### src/rtl/dds_cfg_ctrl.sv
// dds_cfg_ctrl: parses SPI command frames into shadow DDS registers, commits them atomically, serves readback bytes
module dds_cfg_ctrl #(
  parameter int FW_W = 32,
  parameter logic [FW_W-1:0] FW1_RST = FW_W'(2147483),
  parameter logic [FW_W-1:0] FW2_RST = FW_W'(2147483),
  parameter logic [FW_W-1:0] TRI_RST = FW_W'(154748364)
) (
  input  logic            clk,
  input  logic            rst,
  input  logic            rx_valid,
  input  logic [7:0]      rx_byte,
  input  logic            frame_act,
  output logic [7:0]      tx_byte,
  output logic [FW_W-1:0] freq_word1,
  output logic [FW_W-1:0] freq_word2,
  output logic [FW_W-1:0] tri_sym2,
  output logic [1:0]      ch_en,
  output logic            commit_pulse
);
  typedef enum logic [1:0] {IDLE, CMD_WAIT, DATA, DONE} state_t;
  state_t state, state_n;
  logic act_q, rise, fall, cmd_rx, data_rx, last_rx, short_end, stat_clr;
  logic is_rd, wr_pend, commit, err_addr, err_short;
  logic [3:0] addr;
  logic [1:0] byte_cnt;
  logic [7:0] commit_cnt;
  logic [2:0] ctrl, ctrl_n;
  logic [FW_W-1:0] hold, rd_val, sh_fw1, sh_fw2, sh_tri, fw1_n, fw2_n, tri_n;
  assign rise = frame_act & ~act_q;
  assign fall = ~frame_act & act_q;
  assign cmd_rx = (state == CMD_WAIT) & rx_valid;
  assign data_rx = (state == DATA) & rx_valid;
  assign last_rx = data_rx & (byte_cnt == 2'd3);
  // a byte arriving with the falling edge is consumed before the frame is judged
  assign short_end = fall & ((state == CMD_WAIT) | ((state == DATA) & ~last_rx));
  assign stat_clr = fall & ((state == DONE) | last_rx) & is_rd & (addr == 4'd5);
  always_comb begin
    state_n = fall ? IDLE : (state == IDLE && rise) ? CMD_WAIT : cmd_rx ? DATA : last_rx ? DONE : state;
  end
  always_comb begin
    fw1_n = (wr_pend && addr == 4'd0) ? hold : sh_fw1;
    fw2_n = (wr_pend && addr == 4'd1) ? hold : sh_fw2;
    tri_n = (wr_pend && addr == 4'd2) ? hold : sh_tri;
    ctrl_n = (wr_pend && addr == 4'd3) ? hold[2:0] : ctrl;
    commit = wr_pend & ((addr == 4'd4) | ((addr < 4'd4) & ctrl_n[2]));
    rd_val = (rx_byte[3:0] == 4'd0) ? sh_fw1 :
             (rx_byte[3:0] == 4'd1) ? sh_fw2 :
             (rx_byte[3:0] == 4'd2) ? sh_tri :
             (rx_byte[3:0] == 4'd3) ? FW_W'(ctrl) :
             (rx_byte[3:0] == 4'd5) ? FW_W'({commit_cnt, 6'b0, err_addr, err_short}) : '0;
  end
  always_ff @(posedge clk) begin
    if (rst) state <= IDLE;
    else state <= state_n;
  end
  always_ff @(posedge clk) begin
    if (rst) begin
      act_q <= 1'b0;
      wr_pend <= 1'b0;
      is_rd <= 1'b0;
      addr <= '0;
      byte_cnt <= '0;
      hold <= '0;
      tx_byte <= 8'h00;
      sh_fw1 <= FW1_RST;
      sh_fw2 <= FW2_RST;
      sh_tri <= TRI_RST;
      ctrl <= 3'b011;
      freq_word1 <= FW1_RST;
      freq_word2 <= FW2_RST;
      tri_sym2 <= TRI_RST;
      ch_en <= 2'b11;
      commit_pulse <= 1'b0;
      commit_cnt <= '0;
      err_addr <= 1'b0;
      err_short <= 1'b0;
    end else begin
      act_q <= frame_act;
      wr_pend <= last_rx & ~is_rd;
      if (cmd_rx) begin
        is_rd <= rx_byte[7];
        addr <= rx_byte[3:0];
        byte_cnt <= '0;
        hold <= rx_byte[7] ? rd_val : '0;
        tx_byte <= rx_byte[7] ? rd_val[FW_W-1 -: 8] : 8'h00;
      end
      // one shifter serves both directions: write bytes enter at the bottom, read bytes leave at the top
      if (data_rx) begin
        byte_cnt <= byte_cnt + 2'd1;
        hold <= {hold[FW_W-9:0], is_rd ? 8'h00 : rx_byte};
        tx_byte <= is_rd ? hold[FW_W-9 -: 8] : 8'h00;
      end
      sh_fw1 <= fw1_n;
      sh_fw2 <= fw2_n;
      sh_tri <= tri_n;
      ctrl <= ctrl_n;
      commit_pulse <= commit;
      if (commit) begin
        freq_word1 <= fw1_n;
        freq_word2 <= fw2_n;
        tri_sym2 <= tri_n;
        ch_en <= ctrl_n[1:0];
        commit_cnt <= commit_cnt + 8'd1;
      end
      err_addr <= (err_addr & ~stat_clr) | (cmd_rx & (rx_byte[3:0] > 4'd5));
      err_short <= (err_short & ~stat_clr) | short_end;
    end
  end
endmodule

### config.mk
export PLATFORM = sky130hd
export DESIGN_NAME = dds_cfg_ctrl
export DESIGN_NICKNAME = d
export VERILOG_FILES = /design/src/rtl/dds_cfg_ctrl.sv
export SDC_FILE = /design/constraint.sdc
export NUM_CORES = 1
export LEC_CHECK = 0
export BUFFER_PORTS_ARGS = -buffer_cell sky130_fd_sc_hd__buf_2
export CELL_PAD_IN_SITES_DETAIL_PLACEMENT = 2
export CELL_PAD_IN_SITES_GLOBAL_PLACEMENT = 2
export CORE_ASPECT_RATIO = 1.4
export CORE_MARGIN = 10
export CORE_UTILIZATION = 36
export DETAILED_ROUTE_END_ITERATION = 10
export GPL_ROUTABILITY_DRIVEN = 0
export PLACE_DENSITY_LB_ADDON = 0.25
export SLEW_MARGIN = 30
export SYNTH_ARGS = -nofsm -noshare
export SYNTH_HDL_FRONTEND = slang
export SYNTH_SLANG_ARGS = --single-unit
### constraint.sdc
create_clock -name clk -period 2.23 [get_ports clk]
set_input_delay 0.446 -clock clk [delete_from_list [all_inputs] [get_ports clk]]
set_output_delay 0.446 -clock clk [all_outputs]
set_load 0.05 [all_outputs]
# Yosys cells after proc, flatten, opt, wreduce, memory -nomap -nowiden
# Index checks and enable logic that the tools add are counted.
totals:
  regBits: 259
  latchBits: 0
  mem_bits_rw: 0
  romBits: 0
  in_bits: 12
  out_inout_bits: 107
  wordCells: 99
  mem_count: 0
classes:
  add_sub_neg: 2
  n_mul: 0
  div: 0
  n_lt_le_gt_ge: 2
  n_eq_ne: 13
  shifts: 0
  muxes: 22
  bitwise: 26
  reduce_logical: 13
op_table:
  columns: ["op", "n"]
  rows:
  - ["2-to-1 mux 32 bit", 9]
  - ["2-to-1 mux 8 bit", 5]
  - ["2-to-1 mux 16 bit", 2]
  - ["bitwise AND 1 bit", 16]
  - ["equality test 4 x 2 -> 1 bit, second input constant", 4]
  - ["equality test 4 x 3 -> 1 bit, second input constant", 3]
  - ["adder 8 x 1 -> 8 bit, second input constant", 1]
  - ["equality test 4 x 1 -> 1 bit, second input constant", 2]
  - ["logical NOT 4 bit", 2]
  - ["2-to-1 mux 2 bit", 4]
  - ["equality test 2 bit, second input constant", 3]
  - ["logical AND 1 bit", 5]
  - ["NOT 1 bit", 5]
  - ["OR 1 bit", 5]
  - ["> comparator 4 x 3 -> 1 bit, second input constant", 1]
  - ["< comparator 4 x 3 -> 1 bit, second input constant", 1]
  - ["nonzero test 2 bit", 2]
  - ["2-to-1 mux 3 bit", 1]
  - ["nonzero test 3 bit", 1]
  - ["OR reduction 3 bit", 1]
  - ["adder 2 x 1 -> 2 bit, second input constant", 1]
  - ["equality test 2 x 1 -> 1 bit, second input constant", 1]
  - ["logical NOT 2 bit", 1]
  - ["OR reduction 2 bit", 1]
  - ["2-to-1 mux 1 bit", 1]

# Longest topological paths before layout
logic_depth:
  ltp_word: 10
  depth_mapped: 8
  depth_no_buf: 5

# Worst setup path before layout
# Ideal clock, no wire load.
synth_timing:
  path_kind: "in2reg"
  startpoint: "input port rx_byte[1]"
  endpoint: "register hold[23]"
  setup_ps: 128
  arrival_ps: 1719
  required_time_ps: 2102
  path_slack_ps: 384
  stages: 8
  n_path_buf: 3
  cell_sequence: "buf_4 > or4_4 > buf_6 > buf_6 > nor2_4 > a221oi_2 > a222oi_1 > nor2_1"
synth_between:
  elab_chain_cells: 7
  elab_cells_between_ends: 9
  cone_classes: "2 x eq/ne; 6 x mux; 1 x reduce/logical"
synth_rtl:
  columns: ["item", "line", "source"]
  rows:
  - ["from (decl)", "11", "input logic [7:0] rx_byte,"]
  - ["equality test 4 x 2 -> 1 bit", "48", "(rx_byte[3:0] == 4'd2) ? sh_tri :"]
  - ["2-to-1 mux 32 bit", "48", null]
  - ["2-to-1 mux 32 bit", "47", "(rx_byte[3:0] == 4'd1) ? sh_fw2 :"]
  - ["2-to-1 mux 32 bit *", "46", "rd_val = (rx_byte[3:0] == 4'd0) ? sh_fw1 :"]
  - ["2-to-1 mux 32 bit *", "84", "hold <= rx_byte[7] ? rd_val : '0;"]
  - ["2-to-1 mux 32 bit *", "80", "if (cmd_rx) begin"]
  - ["2-to-1 mux 32 bit *", "88", "if (data_rx) begin"]
  - ["to (signal assigned)", "84", null]
  - ["to (signal assigned)", "90", "hold <= {hold[FW_W-9:0], is_rd ? 8'h00 : rx_byte};"]
  - ["to (decl)", "28", "logic [FW_W-1:0] hold, rd_val, sh_fw1, sh_fw2, sh_tri, fw1_n, fw2_n, tri_n;"]
# Mark *: on every way between the ends. The rest lies on a longest branch, timed or not. The select of a mux whose other input is x is not followed.
# A chain may end at the register's enable or synchronous reset.

# Worst setup path in the final report
layout_timing:
  startpoint: "register addr[2]"
  endpoint: "register tri_sym2[30]"
layout_between:
  elab_chain_cells: 6
  elab_cells_between_ends: 11
  cone_classes: "1 x order compare; 3 x eq/ne; 2 x mux; 3 x bitwise; 2 x reduce/logical"
layout_rtl:
  columns: ["item", "line", "source"]
  rows:
  - ["from (decl)", "24", "logic [3:0] addr;"]
  - ["from (signal assigned)", "82", "addr <= rx_byte[3:0];"]
  - ["equality test 4 x 2 -> 1 bit", "44", "ctrl_n = (wr_pend && addr == 4'd3) ? hold[2:0] : ctrl;"]
  - ["logical AND 1 bit", "44", null]
  - ["2-to-1 mux 3 bit", "44", null]
  - ["bitwise AND 1 bit", "45", "commit = wr_pend & ((addr == 4'd4) | ((addr < 4'd4) & ctrl_n[2]));"]
  - ["OR 1 bit", "45", null]
  - ["bitwise AND 1 bit", "45", null]
  - ["to (signal assigned)", "101", "tri_sym2 <= tri_n;"]
  - ["to (decl)", "16", "output logic [FW_W-1:0] tri_sym2,"]
# Several ways; a longest one is shown, not always the timed one.

==> flow_metrics.env <==
export IMPL_status="finished, final reports clean"
export IMPL_drive_gt1_share_pct=18.1
export IMPL_synthTopCellsByCount="dfxtp_1, nor2_1, mux2i_1"
export IMPL_root_buffer="clkbuf_16"
export IMPL_end_kind="register"
export IMPL_max_stage_delay_ns=0.50
export IMPL_pre_cts_ws_ns=0.140
export IMPL_endpoint="tri_sym2[30]$_SDFFE_PP0P_"
export IMPL_yosysSeqAreaShare_pct=51.2
export IMPL_comb_power_share_pct=4.0
export IMPL_yosysMostFrequentCell="dfxtp_1"
export IMPL_cp_required_ns=2.62
export IMPL_vias=8608
export IMPL_grt_pass1_wl_um=56100
export IMPL_antennaDiodeCount=0
export IMPL_clock_power_share_pct=46.7
export IMPL_setup_slack_ns=0.149
export IMPL_start_util_pct=36.6
export IMPL_cts_setup_buffers=0
export IMPL_synth_nets=1084
export IMPL_drt_iter0_drc=428
export IMPL_clk_pin_slew_ns=0.06
export IMPL_final_setup_tns_ns=0
export IMPL_max_cap_viol_count=0
export IMPL_grt_max_degree=68
export IMPL_clockBufferDepth=3
export IMPL_slew_viol_final=0
export IMPL_yosysWarnings=0
export IMPL_remaining_drc_errors=0
export IMPL_finalCritPeriodShare_pct=93.3
export IMPL_path_class="register to register"
export IMPL_finalNonFillerCells=1550
export IMPL_tightest_slew_ns=0.753
export IMPL_p_leak_nw=4.78
export IMPL_placed_area_um2=11200
export IMPL_fin_worst_skew_ns=0.0100
export IMPL_min_path_type="input port to register"
export IMPL_synth_top_area_share_pct=51.2
export IMPL_routedWlPerCell_um=23.3
export IMPL_regToRegSetupSlack_ns=0.15
export IMPL_cp_data_arrival_time_ns=2.47
export IMPL_p_seq_share_pct=49.3
export IMPL_worstRegToRegCells=5
export IMPL_netlist_top_cell_by_area="dfxtp_1"
export IMPL_crit_path_start_kind="register"
export IMPL_grt_pass1_vias=9402
export IMPL_startpoint="addr[2]$_SDFFE_PP0P_"
export IMPL_cp_slowest_cell="mux2i_1"
export IMPL_cts_tree="yes"
export IMPL_placed_cells=1504
export IMPL_fin_util_pct=43.5
export IMPL_row_count=72
export IMPL_first_pass_iters=7
export IMPL_die_width_um=162
export IMPL_fmax_mhz=480
export IMPL_io_pins=119
export IMPL_fillCellCount=3009
export IMPL_synth_edf_count=0
export IMPL_clk_latency_ns=0.54
export IMPL_syn2layout_area_growth_pct=18.8
export IMPL_path_cells="nor3b_2 -> nand3b_1 -> buf_4 -> mux2i_1 -> a211oi_1"
export IMPL_p_int_mw=7.37
export IMPL_synthTopCellsByArea="dfxtp_1, mux2i_1, nor2_1"
export IMPL_cts_buffers=26
export IMPL_setup_viol=0
export IMPL_r2r_start="addr[2]$_SDFFE_PP0P_"
export IMPL_postCtsHoldBufs=0
export IMPL_cts_resized=0
export IMPL_hpwl_um=25200
export IMPL_synth_seq_cells=259
export IMPL_swShare_pct=22.5
export IMPL_clock_sinks=259
export IMPL_syn_instance_count=1070
export IMPL_antenna_found_initial=0
export IMPL_rsz0062_at_grt="no"
export IMPL_track_usage_pct=19.9
export IMPL_synth_cell_area_um2=10100
export IMPL_fin_crit_ns=2.08
export IMPL_grt_overflow=0
export IMPL_r2r_end="tri_sym2[30]$_SDFFE_PP0P_"
export IMPL_ctsHtreeMaxLevel=1
export IMPL_syn_avg_cell_area_um2=9.47
export IMPL_die_h_um=219
export IMPL_fin_area_um2=12000
export IMPL_nNetsFinal=1176
export IMPL_ys_flop_type="dfxtp_1"
export IMPL_power_switching_mw=2.14
export IMPL_numPortBuffers=118
export IMPL_async_flop_share_pct=0
export IMPL_max_slew_margin_pct=49.7
export IMPL_worstPathMaxFanout=24
export IMPL_ant_nets=0
export IMPL_routed_wl_um=36100
export IMPL_ir_drop_mv=0.607
export IMPL_vias_per_cell=5.55
export IMPL_die_area_um2=35400
export IMPL_coreArea_um2=27700
export IMPL_synthDistinctLibCells=55
export IMPL_power_density_nw_per_um2=790
export IMPL_hold_violations=0
-- critical path: cells and delay by family (launching register included) --
family                 cells  cell delay, ns
AO/OA/AOI/OAI              1            0.15
buffers and inverters      1            0.30
flip-flops                 1            0.36
multiplexers               1            0.50
AND/OR/NAND/NOR            2            0.60
-- cell families (layout without fill, tap and decap cells) --
| group | after synthesis | count (layout) | synth area share, % |
|---|---|---|---|
| AO/OA/AOI/OAI | 257 | 257 | 17.9 |
| XOR/XNOR | 3 | 3 | 0.259 |
| adder cells (fa/ha/maj) | 2 | 2 | 0.247 |
| buffers and inverters | 112 | 222 | 5.17 |
| flip-flops | 259 | 259 | 51.2 |
| multiplexers | 97 | 97 | 9.73 |
| AND/OR/NAND/NOR | 340 | 340 | 15.5 |
-- per-layer routing --
layer / vias to the layer above / global-route usage, % / wire [um]
li1: 4017 / - / -
met1: 4344 / 21.9 / 14200
met2: 192 / 37.4 / 19300
met3: 55 / 3.03 / 1510
met4: 0 / 7.66 / 1150
met5: - / 0 / 0
-- area by class of cell --
class | instances | area [um^2] | share of cell area [%]
multi-input combinational | 699 | 4440 | 36.9
clock buffer | 39 | 771 | 6.40
inverter | 17 | 63.8 | 0.530
sequential | 259 | 5180 | 43.1
clock inverter | 7 | 85.1 | 0.707
timing repair buffer | 159 | 1030 | 8.55
tap | 370 | 463 | 3.85
-- cell usage in the layout, fill, tap and decap left out, types with 30 or more instances in the layout --
cell type	n
a211oi_1	74
a21oi_1	50
a31oi_1	30
buf_2	117
buf_4	31
dfxtp_1	259
mux2i_1	94
nand2_1	47
nor2_1	172
nor3_1	37
-- worst min-delay path by stage --
stage | start | end | slack, ns | cells after the start
global placement | err_short$_SDFF_PP0_ | err_short$_SDFF_PP0_ | 0.45 | 2
CTS | frame_act | act_q$_SDFF_PP0_ | 0.14 | 2
finish | frame_act | act_q$_SDFF_PP0_ | 0.15 | 2
global route | frame_act | act_q$_SDFF_PP0_ | 0.18 | 2
floorplan | err_short$_SDFF_PP0_ | err_short$_SDFF_PP0_ | 0.44 | 2
detailed placement | err_short$_SDFF_PP0_ | err_short$_SDFF_PP0_ | 0.47 | 2
-- sequential cells by signal, summed over array words and instances (netlist names), 4 cells and up --
name,count
freq_word1,32
freq_word2,32
hold,32
sh_fw1,32
sh_fw2,32
sh_tri,32
tri_sym2,32
commit_cnt,8
tx_byte,8
addr,4
-- through the flow --
stage	hold WS [ns]	total power [mW]
global route	0.177	9.83
detailed placement	0.466	5.17
finish	0.147	9.51
floorplan	0.436	5.02
CTS	0.141	9.60
global placement	0.452	5.16
-- power by group through the flow --
stage	Clock, mW	Sequential (mW)	Combinational [mW]
CTS	4.54	4.69	0.376
detailed placement	0	4.79	0.374
global placement	0	4.79	0.369
finish	4.45	4.69	0.376
global route	4.73	4.69	0.410
floorplan	0	4.78	0.240
Note: power is estimated with default switching activity, not from simulation.
